File: config.mk
export PLATFORM = sky130hd
export DESIGN_NAME = rv_fifo
export DESIGN_NICKNAME = d
export VERILOG_FILES = /design/src/rtl/rv_fifo_pkg.sv /design/src/rtl/rv_fifo_mem.sv /design/src/rtl/rv_fifo.sv
export SDC_FILE = /design/constraint.sdc
export NUM_CORES = 1
export LEC_CHECK = 0
export ABC_AREA = 1
export BUFFER_PORTS_ARGS = -buffer_cell sky130_fd_sc_hd__buf_2
export CAP_MARGIN = 30
export CELL_PAD_IN_SITES_DETAIL_PLACEMENT = 1
export CELL_PAD_IN_SITES_GLOBAL_PLACEMENT = 1
export CORE_MARGIN = 4
export CORE_UTILIZATION = 38
export DETAILED_ROUTE_END_ITERATION = 10
export GPL_ROUTABILITY_DRIVEN = 1
export PLACE_DENSITY = 0.74
export RECOVER_POWER = 100
export SKIP_CTS_REPAIR_TIMING = 1
export SYNTH_ARGS = -nofsm -noshare
export SYNTH_HDL_FRONTEND = slang
export SYNTH_HIERARCHICAL = 1
export SYNTH_SLANG_ARGS = --single-unit
export TNS_END_PERCENT = 5
File: constraint.sdc
create_clock -name clk -period 1.6 [get_ports clk]
set_input_delay 0.08 -clock clk [delete_from_list [all_inputs] [get_ports clk]]
set_output_delay 0.08 -clock clk [all_outputs]
set_load 0.02 [all_outputs]
File: src/rtl/rv_fifo_pkg.sv
// Shared helpers for the rv_fifo valid/ready FIFO.
// Only DEPTH-independent functions live here; widths are derived in the module.
package rv_fifo_pkg;

    function automatic int clog2_min1(input int n);
        int w;
        w = $clog2(n);
        return (w < 1) ? 1 : w;
    endfunction

    function automatic bit depth_legal(input int n);
        return (n >= 2) && ((n & (n - 1)) == 0);
    endfunction

endpackage

File: src/rtl/rv_fifo_mem.sv
// DEPTH x DATA_W flop storage, one write port and one combinational read port.
// All entries clear on reset so the read port never shows X.
module rv_fifo_mem
    import rv_fifo_pkg::*;
#(
    parameter int DATA_W = 8,
    parameter int DEPTH  = 4,
    parameter int PW     = clog2_min1(DEPTH)
) (
    input  logic              clk,
    input  logic              rst_n,
    input  logic              we,
    input  logic [PW-1:0]     waddr,
    input  logic [DATA_W-1:0] wdata,
    input  logic [PW-1:0]     raddr,
    output logic [DATA_W-1:0] rdata
);

    logic [DATA_W-1:0] mem_q [DEPTH];

    always_ff @(posedge clk or negedge rst_n) begin
        if (!rst_n) begin
            for (int i = 0; i < DEPTH; i++) begin
                mem_q[i] <= '0;
            end
        end else if (we) begin
            mem_q[waddr] <= wdata;
        end
    end

    assign rdata = mem_q[raddr];

endmodule

File: src/rtl/rv_fifo.sv
// Valid/ready FIFO: pointers, occupancy count and both handshakes.
// Flags depend only on registered count; no same-cycle bypass when empty.
module rv_fifo
    import rv_fifo_pkg::*;
#(
    parameter int DATA_W = 8,
    parameter int DEPTH  = 4
) (
    input  logic                       clk,
    input  logic                       rst_n,
    input  logic                       in_valid,
    output logic                       in_ready,
    input  logic [DATA_W-1:0]          in_data,
    output logic                       out_valid,
    input  logic                       out_ready,
    output logic [DATA_W-1:0]          out_data,
    output logic [$clog2(DEPTH+1)-1:0] count
);

    localparam int PW = clog2_min1(DEPTH);
    localparam int CW = $clog2(DEPTH + 1);
    localparam logic [CW-1:0] FULL_CNT = CW'(DEPTH);

    typedef logic [PW-1:0] ptr_t;
    typedef logic [CW-1:0] cnt_t;

    if (!depth_legal(DEPTH)) begin : g_bad_depth
        $error("rv_fifo: DEPTH must be a power of two >= 2");
    end

    ptr_t wr_ptr_q, wr_ptr_d;
    ptr_t rd_ptr_q, rd_ptr_d;
    cnt_t count_q, count_d;
    logic push, pop;
    logic [DATA_W-1:0] rdata;

    assign in_ready  = (count_q != FULL_CNT);
    assign out_valid = (count_q != '0);
    assign push      = in_valid & in_ready;
    assign pop       = out_valid & out_ready;

    always_comb begin
        wr_ptr_d = wr_ptr_q;
        rd_ptr_d = rd_ptr_q;
        count_d  = count_q;
        if (push) begin
            wr_ptr_d = wr_ptr_q + PW'(1);
        end
        if (pop) begin
            rd_ptr_d = rd_ptr_q + PW'(1);
        end
        if (push && !pop) begin
            count_d = count_q + CW'(1);
        end else if (pop && !push) begin
            count_d = count_q - CW'(1);
        end
    end

    always_ff @(posedge clk or negedge rst_n) begin
        if (!rst_n) begin
            wr_ptr_q <= '0;
            rd_ptr_q <= '0;
            count_q  <= '0;
        end else begin
            wr_ptr_q <= wr_ptr_d;
            rd_ptr_q <= rd_ptr_d;
            count_q  <= count_d;
        end
    end

    rv_fifo_mem #(
        .DATA_W (DATA_W),
        .DEPTH  (DEPTH),
        .PW     (PW)
    ) u_mem (
        .clk   (clk),
        .rst_n (rst_n),
        .we    (push),
        .waddr (wr_ptr_q),
        .wdata (in_data),
        .raddr (rd_ptr_q),
        .rdata (rdata)
    );

    assign out_data = out_valid ? rdata : '0;
    assign count    = count_q;

endmodule
==> results, run 1 <==
- The overall via count from detail_route is around 2,000.
- CTS saw 39 sinks.
- Counting flops with a built-in enable in the synthesized netlist gives 0.
- After filler insertion, the fill cell instance count of the layout stands at between 700 and 800.
- The post-synthesis sequential area ratio is between 40 and 50%.
- The initialized floorplan defines 27 standard-cell rows.
- The fraction of synthesized cell area taken by the top area cell type is approximately 43%.
- Buffers inserted during clock tree synthesis total 5.
- At the later pin of the worst-skew pair, clock insertion delay measures roughly 290 ps.
- The kind of critical path is reg2reg.
- CTS built an H-tree with a depth of 2.
- For the worst setup path, the data arrival time is roughly 1800 ps.
- The required time reported for the critical path endpoint is around 1800 ps.
- In the post-synthesis netlist, the biggest area contributors are sky130_fd_sc_hd__dfrtp_1, sky130_fd_sc_hd__nand2_1, sky130_fd_sc_hd__inv_1.
- The cell chosen for the clock root is sky130_fd_sc_hd__clkbuf_8.
- The die width is 85.14 µm.
- The largest buffer count on any clock path is 2.
- The count of max-cap constraint violations is 0.
- The area of the die is 7248 µm².
- The final period utilization is 102.4%.
- The wire length of the first global-routing pass is 10,230 µm.
- The starting utilization of the core area is 40.08%.
- The total count of max-transition violations in the final report is 0.
- Summed over all cells, the static leakage comes to 1.540 nW.
- The library cell occupying the most area in the post-synthesis netlist is sky130_fd_sc_hd__dfrtp_1.
- After clock tree synthesis, the clock-pin slew on the worst setup and hold paths is roughly 80 ps.
- Of all nets on the critical path, the largest fanout is 2.
- The final layout contains ~360 nets.
- The delay of the slowest critical-path stage is 430 ps.
- Routability-driven placement finished with a final weighted congestion of between 0.7 and 0.8.
- The synthesis-to-layout area growth is 18.93%.
- The count of placed standard cells in the final layout, fillers left out is about 420.
- The final reports fail on setup timing.
- The floorplan step set the die height to around 85 µm.
- The minimum clock period after layout is roughly 1600 ps.
- The number of nets in the synthesized netlist is around 320.
- The core region area is approximately 5600 µm².
- The cell family contributing the most delay on the critical path is adder cells.
- On the final layout, the worst clock skew is between 7 and 8 ps.
- The placed instance count is a little over 400.
- After detailed routing, the number of remaining DRC violations is 0.
- The post-route netlist has a little under a quarter of its cells at a drive strength greater than 1.
- The count of routing violations after the opening detailed-route iteration is 63.
- The number of global-route vias before repair is a little over 2,000.
- After synthesis, the netlist uses 19 different library cells.
- The initial antenna violation count is 0.
- The final wirelength is slightly above 6000 µm.
- The type of element launching the critical path is a register.
- In this run the tool buffered the top-level ports with 24 buffer cells.
- For this run, the top clock speed supported by timing is 0.6102 GHz.
- The worst setup path is captured at a register.
- A synthesized cell averages roughly 7.5 µm².
- The maximum vdd ir drop is just over 1 mV.
- The count of nets left with antenna violations after detail routing is 0.
- The most instantiated flip-flop cell in the synthesis netlist is sky130_fd_sc_hd__dfrtp_1.
- The synthesized area is about 2300 µm².
- In this run the power density over the cells is 2235 nW/µm².
- Traced cell by cell, the critical path runs through nor2_4 -> nand2_4 -> nand2_4 -> inv_4 -> ha_4 -> inv_2 -> fa_2 -> nand2_1 -> nand2_1.
- The number of antenna repair diodes is 0.
- The total routing usage reported by global routing is a little under a fifth.
- In this run the tightest slew margin relative to its limit is roughly 55%.
- The detailed placement HPWL is approximately 4600 µm.
- Setup violations remaining at the end of the flow were counted as 2.
- TritonCTS built the clock tree.
- The flow ran to the end, but the final reports show violations.
- The total buffers and inverters traversed by the critical path is 2.
- For this design the top-level I/O count stands at 25.
- The wire length per cell after detailed routing is between 10 and 15 µm.
- After global routing the overflow that remains totals 0.
- The number of failing hold endpoints at the final stage is 0.
- After detailed routing, the number of vias per cell comes to around 4.8.
- Entering global routing, the biggest net connects 26 pins.
- The share of flip-flops with an asynchronous set or reset after synthesis is 100.0%.
- The final core area utilization is a little under half.
- The count of mapped cells out of synthesis is 303.
- The first-pass iteration count of the detailed router is 4.
- The tightest min-delay check is of the in2reg type.
- Across all setup checks in the final design, the least slack found is -38.75 ps.
- The number of warnings issued by yosys is 6.
- Counting flops and latches in the post-synthesis netlist gives 39.
- For this design, the slowest cell found on the critical path is sky130_fd_sc_hd__dfrtp_2.
- Setup repair after global routing could not meet its margin everywhere.
- The slew at the pin closest to its max-slew limit is 674.3 ps.
[stage by stage]
| stage | hold slack (ps) | instance area (µm²) | worst slack (ps) | total power, mW | TNS [ps] |
|---|---|---|---|---|---|
| 2_1_floorplan | -215.6 | 2283 | -127.8 | 4.097 | -217.5 |
| 3_3_place_gp | 124.4 | 2544 | 13.26 | 5.002 | 0 |
| 3_5_place_dp | 128.9 | 2544 | -46.41 | 5.168 | -89.91 |
| 4_1_cts | -191.1 | 2661 | -61.05 | 6.048 | -129.5 |
| 5_1_grt | 65.95 | 2689 | -114.3 | 6.559 | -851.7 |
| 6_report | 65.42 | 2689 | -38.75 | 6.009 | -58.47 |
[synth_stat cells, types with 2 or more instances]
master / instances
sky130_fd_sc_hd__nand2_4: 3
sky130_fd_sc_hd__buf_4: 4
sky130_fd_sc_hd__nand2_1: 115
sky130_fd_sc_hd__nand3_1: 29
sky130_fd_sc_hd__inv_2: 4
sky130_fd_sc_hd__o21ai_2: 8
sky130_fd_sc_hd__nor2_1: 8
sky130_fd_sc_hd__nand4_1: 17
sky130_fd_sc_hd__inv_1: 58
sky130_fd_sc_hd__nand3_4: 3
sky130_fd_sc_hd__dfrtp_1: 39
sky130_fd_sc_hd__buf_6: 4
sky130_fd_sc_hd__buf_2: 2
sky130_fd_sc_hd__nand2_2: 4
[cell type report]
class,instances,area [µm²],area share (%)
Timing Repair Buffer,44,270.3,10.05
Sequential cell,39,978.4,36.39
Clock inverter,2,35.03,1.303
Clock buffer,6,82.58,3.071
Tap cell,72,90.09,3.350
Multi-Input combinational cell,192,994.7,36.99
Inverter,62,237.7,8.841
[flip-flops by register name, summed over array words and instances (netlist names)]
name and cells:
u_mem/mem_q 32, count 3, rd_ptr_q 2, wr_ptr_q 2
[placed cells by master, fill, tap and decap left out]
master	Yosys	layout
sky130_fd_sc_hd__clkbuf_2	0	2
sky130_fd_sc_hd__inv_1	58	56
sky130_fd_sc_hd__fa_2	0	1
sky130_fd_sc_hd__nand3_1	29	29
sky130_fd_sc_hd__dfrtp_2	0	2
sky130_fd_sc_hd__clkinv_2	0	1
sky130_fd_sc_hd__dfrtp_1	39	37
sky130_fd_sc_hd__bufinv_16	0	1
sky130_fd_sc_hd__ha_4	0	1
sky130_fd_sc_hd__clkbuf_8	0	6
sky130_fd_sc_hd__buf_4	4	17
sky130_fd_sc_hd__nor2_8	1	1
sky130_fd_sc_hd__inv_2	4	4
sky130_fd_sc_hd__o21ai_2	8	8
sky130_fd_sc_hd__buf_6	4	1
sky130_fd_sc_hd__nor2_4	1	1
sky130_fd_sc_hd__clkbuf_1	0	3
sky130_fd_sc_hd__buf_2	2	20
sky130_fd_sc_hd__nand4_1	17	17
sky130_fd_sc_hd__xnor2_1	1	1
sky130_fd_sc_hd__inv_4	0	2
sky130_fd_sc_hd__nand3_4	3	3
sky130_fd_sc_hd__nor2_1	8	8
sky130_fd_sc_hd__nand2_1	115	114
sky130_fd_sc_hd__nand2_4	3	5
sky130_fd_sc_hd__nand2_2	4	3
sky130_fd_sc_hd__dlygate4sd3_1	0	1
[routing by layer]
metal  wire length, µm  share of wire [%]  global-route usage [%]
met1              2741                 44                   21.84
met2              3256                 52                   32.91
met3               169                2.7                   3.398
met4                48               0.77                   3.885
met5                 0                  0                       0
[worst paths after layout]
path	slack, ps	cells past startpoint	to	startpoint
worst max-delay path	-40	9	count[1]	count[0]
worst min-delay path	70	3	u_mem/mem_q[2]	in_data[2]
worst max register to register	-40	9	count[1]	count[0]
worst min register to register	480	2	u_mem/mem_q[14]	u_mem/mem_q[14]
max in group asynchronous	510	3	u_mem/mem_q[24]	rst_n
min in group asynchronous	350	2	u_mem/mem_q[5]	rst_n
[logic make-up (layout without fill, tap and decap cells)]
| family | count (synthesis) | after routing | synth area share (%) |
|---|---|---|---|
| compound gates | 8 | 8 | 3.099 |
| xor+xnor | 1 | 1 | 0.3875 |
| fa+ha+maj | 2 | 2 | 1.439 |
| buf+inv | 72 | 114 | 14.06 |
| flops | 39 | 39 | 43.17 |
| simple gates | 181 | 181 | 37.85 |
[worst reg2reg max path, cell delays in order, from the launching register on]
cell	delay, ps
sky130_fd_sc_hd__dfrtp_2	430
sky130_fd_sc_hd__nor2_4	170
sky130_fd_sc_hd__nand2_4	70
sky130_fd_sc_hd__nand2_4	70
sky130_fd_sc_hd__inv_4	40
sky130_fd_sc_hd__ha_4	150
sky130_fd_sc_hd__inv_2	60
sky130_fd_sc_hd__fa_2	420
sky130_fd_sc_hd__nand2_1	70
sky130_fd_sc_hd__nand2_1	60
[power breakdown]
| part | switching, mW | internal [mW] | total, mW |
|---|---|---|---|
| logic | 2.18 | 1.20 | 3.38 |
| registers | 0.315 | 1.45 | 1.77 |
| clock network | 0.358 | 0.505 | 0.863 |
No activity file was read; power rests on OpenSTA's default activity.
==> run 2: changes to the inputs <==
CORE_UTILIZATION = 42   (was 38)
PLACE_DENSITY = 0.82   (was 0.74)
clock period = 1.7 ns   (was 1.6 ns; I/O delays follow)
==> results, run 2 (same netlist as run 1, synthesis figures left out) <==
- The quantity of I/O buffers inserted on ports was 24 (unchanged).
- Compared with the post-synthesis result, the final layout area differs by 16.10%.
- The wire length of the first global-routing pass was 10,430 µm (+2.0%).
- The number of top-level design ports was 25 (unchanged).
- The post-placement setup slack is 17.30 ps (+63.71 ps).
- The number of DRC violations after detailed routing is 0 (unchanged).
- The clock buffer count from CTS was 5 (unchanged).
- The number of nets in the final layout is 354 (-1.1%).
- The overall via count from detail_route is 2,042 (+1.9%).
- The largest clock skew in the final design is 10.86 ps (+3.526 ps).
- The TritonCTS clock tree is done.
- The final wirelength was 6221 µm (about the same).
- The wire length per cell after detailed routing was 15.14 µm (+1.6%).
- The tightest slew margin relative to the limit came to 25.72% (-29 points).
- The ratio of total power to cell area is 2068 nW/µm² (-7.5%).
- The clock latency of the later-clocked register in the worst-skew pair is 300 ps (about the same).
- The flow ran to the end, and the final reports show no timing, DRC or antenna violations.
- The number of antenna repair diodes is 0 (unchanged).
- The die outline height is 81.37 µm (-4.4%).
- The ratio of cells with drive above 1 in the final layout was 22.29% (-0.61 points).
- The count of nets left with antenna violations after detail routing is 0 (unchanged).
- The number of failing hold endpoints at the final stage is 0 (unchanged).
- The H-tree depth is 2 (unchanged).
- The first-pass iteration count of the detailed router is 4 (unchanged).
- The final weighted congestion in routability-driven placement is 0.7464 (-3.3%).
- The clock edge transition at the registers on the reported setup and hold paths was 80 ps (about the same).
- The slew at the pin closest to its max-slew limit is 1114 ps (+439.9 ps).
- The count of clock tree sinks is 39 (unchanged).
- The vias per cell came to 4.968 (+3.4%).
- The final period utilization is 99.68% (-2.7 points).
- The total routing usage reported by global routing is 20.88% (+2.9 points).
- STA classifies the critical path endpoint as a register.
- The flip-flop count of the largest register after layout is 32 (unchanged).
- The area of the die was 6621 µm² (-8.6%).
- The signal on the critical path passes through nor2_4 -> nand2_4 -> nand2_4 -> inv_2 -> ha_4 -> inv_2 -> fa_2 -> nand2_1 -> nand2_1.
- The die width was 81.37 µm (-4.4%).
- The worst setup path is of the reg2reg kind.
- The smallest hold slack is 67.20 ps (+1.776 ps).
- The library cell used most frequently in the layout, excluding fill and tap cells, is sky130_fd_sc_hd__nand2_1.
- The largest buffer count on any clock path is 2 (unchanged).
- The worst path arrival time is 1890 ps (+70 ps).
- The detailed placement HPWL is 4314 µm (-6.3%).
- The register with the most flip-flops is u_mem/mem_q.
- The count of max-cap constraint violations was 0 (unchanged).
- The total buffers and inverters traversed by the critical path is 2 (unchanged).
- The maximum number of pins on one net before global-route repair is 21 (-19%).
- The count of routing violations after the opening detailed-route iteration is 92 (+46%).
- The initial antenna violation count was 0 (unchanged).
- The total count of max-transition violations in the final report is 0 (unchanged).
- The core region area is 5172 µm² (-8.3%).
- The delay of the slowest critical-path stage was 430 ps (about the same).
- The row count was 26 (-3.7%).
- The cell leakage power was 1.503 nW (-2.4%).
- In this run the clock root is driven by a sky130_fd_sc_hd__clkbuf_8.
- In the layout the commonest cells are sky130_fd_sc_hd__nand2_1, sky130_fd_sc_hd__inv_1, sky130_fd_sc_hd__dfrtp_1, sky130_fd_sc_hd__nand3_1, sky130_fd_sc_hd__buf_2.
- The maximum vdd ir drop is 1.051 mV (+2.4%).
- The minimum clock period after layout is 1695 ps (+55.81 ps).
- The post-route worst setup slack came to 5.438 ps (+44.19 ps).
- The number of endpoints failing setup at the final stage came to 0 (-2).
- The worst hold path class is in2reg.
- The kind of cell adding the most delay to the critical path is adder cells.
- The largest individual stage delay along the critical path comes from the cell sky130_fd_sc_hd__dfrtp_2.
- The type of element launching the critical path is a register.
- The fill cell instance count of the final layout is 668 (-7.1%).
- The required time reported for the critical path endpoint is 1890 ps (+110 ps).
- The highest clock rate was 0.5901 GHz (-3.3%).
- The sum of overflow across all layers after global routing was 0 (unchanged).
- The starting utilization of the core area is 43.71% (+3.6 points).
- The number of global-route vias before repair is 2,148 (+3.4%).
- Setup repair after global routing could not meet its margin everywhere.
- The highest net fanout along the worst path was 4 (+2).
==> run 2: layer usage <==
metal / global-route usage (%) / up-vias / wire (µm)
li1: - / 996 / -
met2: 37.05 / 35 / 3181
met1: 25.71 / 999 / 2727
met3: 3.659 / 12 / 197
met5: 0 / - / 0
met4: 6.081 / 0 / 114
==> run 2: layout make-up <==
class	count	area (µm²)	share of cell area, %
clock inverter	2	12.51	0.4766
inverter	62	232.7	8.866
timing repair buffer	40	240.2	9.152
multi-input combinational	192	999.7	38.08
clock buffer	6	72.57	2.765
tap	70	87.58	3.337
sequential	39	979.7	37.32
==> run 2: path summary, 6_finish.rpt <==
kind	startpoint	endpoint	slack (ps)	cells after the start
setup / recovery	count[0]	count[1]	5	9
hold / removal	in_data[4]	u_mem/mem_q[4]	70	3
setup reg to reg	count[0]	count[1]	5	9
hold reg to reg	u_mem/mem_q[26]	u_mem/mem_q[26]	480	2
max in group asynchronous	rst_n	u_mem/mem_q[0]	280	3
min in group asynchronous	rst_n	u_mem/mem_q[28]	510	2
==> run 2: worst register-to-register path, delay by kind of cell (launching register included) <==
kind | cells | cell delay, ps
flops | 1 | 430
buf+inv | 2 | 120
simple gates | 5 | 450
fa+ha+maj | 2 | 590
==> run 2: stage by stage <==
stage / instances / power [mW] / util [%] / TNS, ps / instance area [µm²]
after floorplan: 303 / 3.856 / - / -27.78 / 2283
after global placement: 398 / 4.600 / 48.11 / 0 / 2489
after detailed placement: 398 / 4.761 / 48.11 / 0 / 2489
after CTS: 406 / 5.405 / 49.76 / -5.991 / 2574
after global routing: 411 / 5.940 / 50.75 / -275.0 / 2625
final: 411 / 5.428 / 50.75 / 0 / 2625
==> run 2: power by group <==
part           internal, mW  switching [mW]
Sequential             1.37           0.339
Clock                 0.287           0.339
Combinational          1.08            2.01
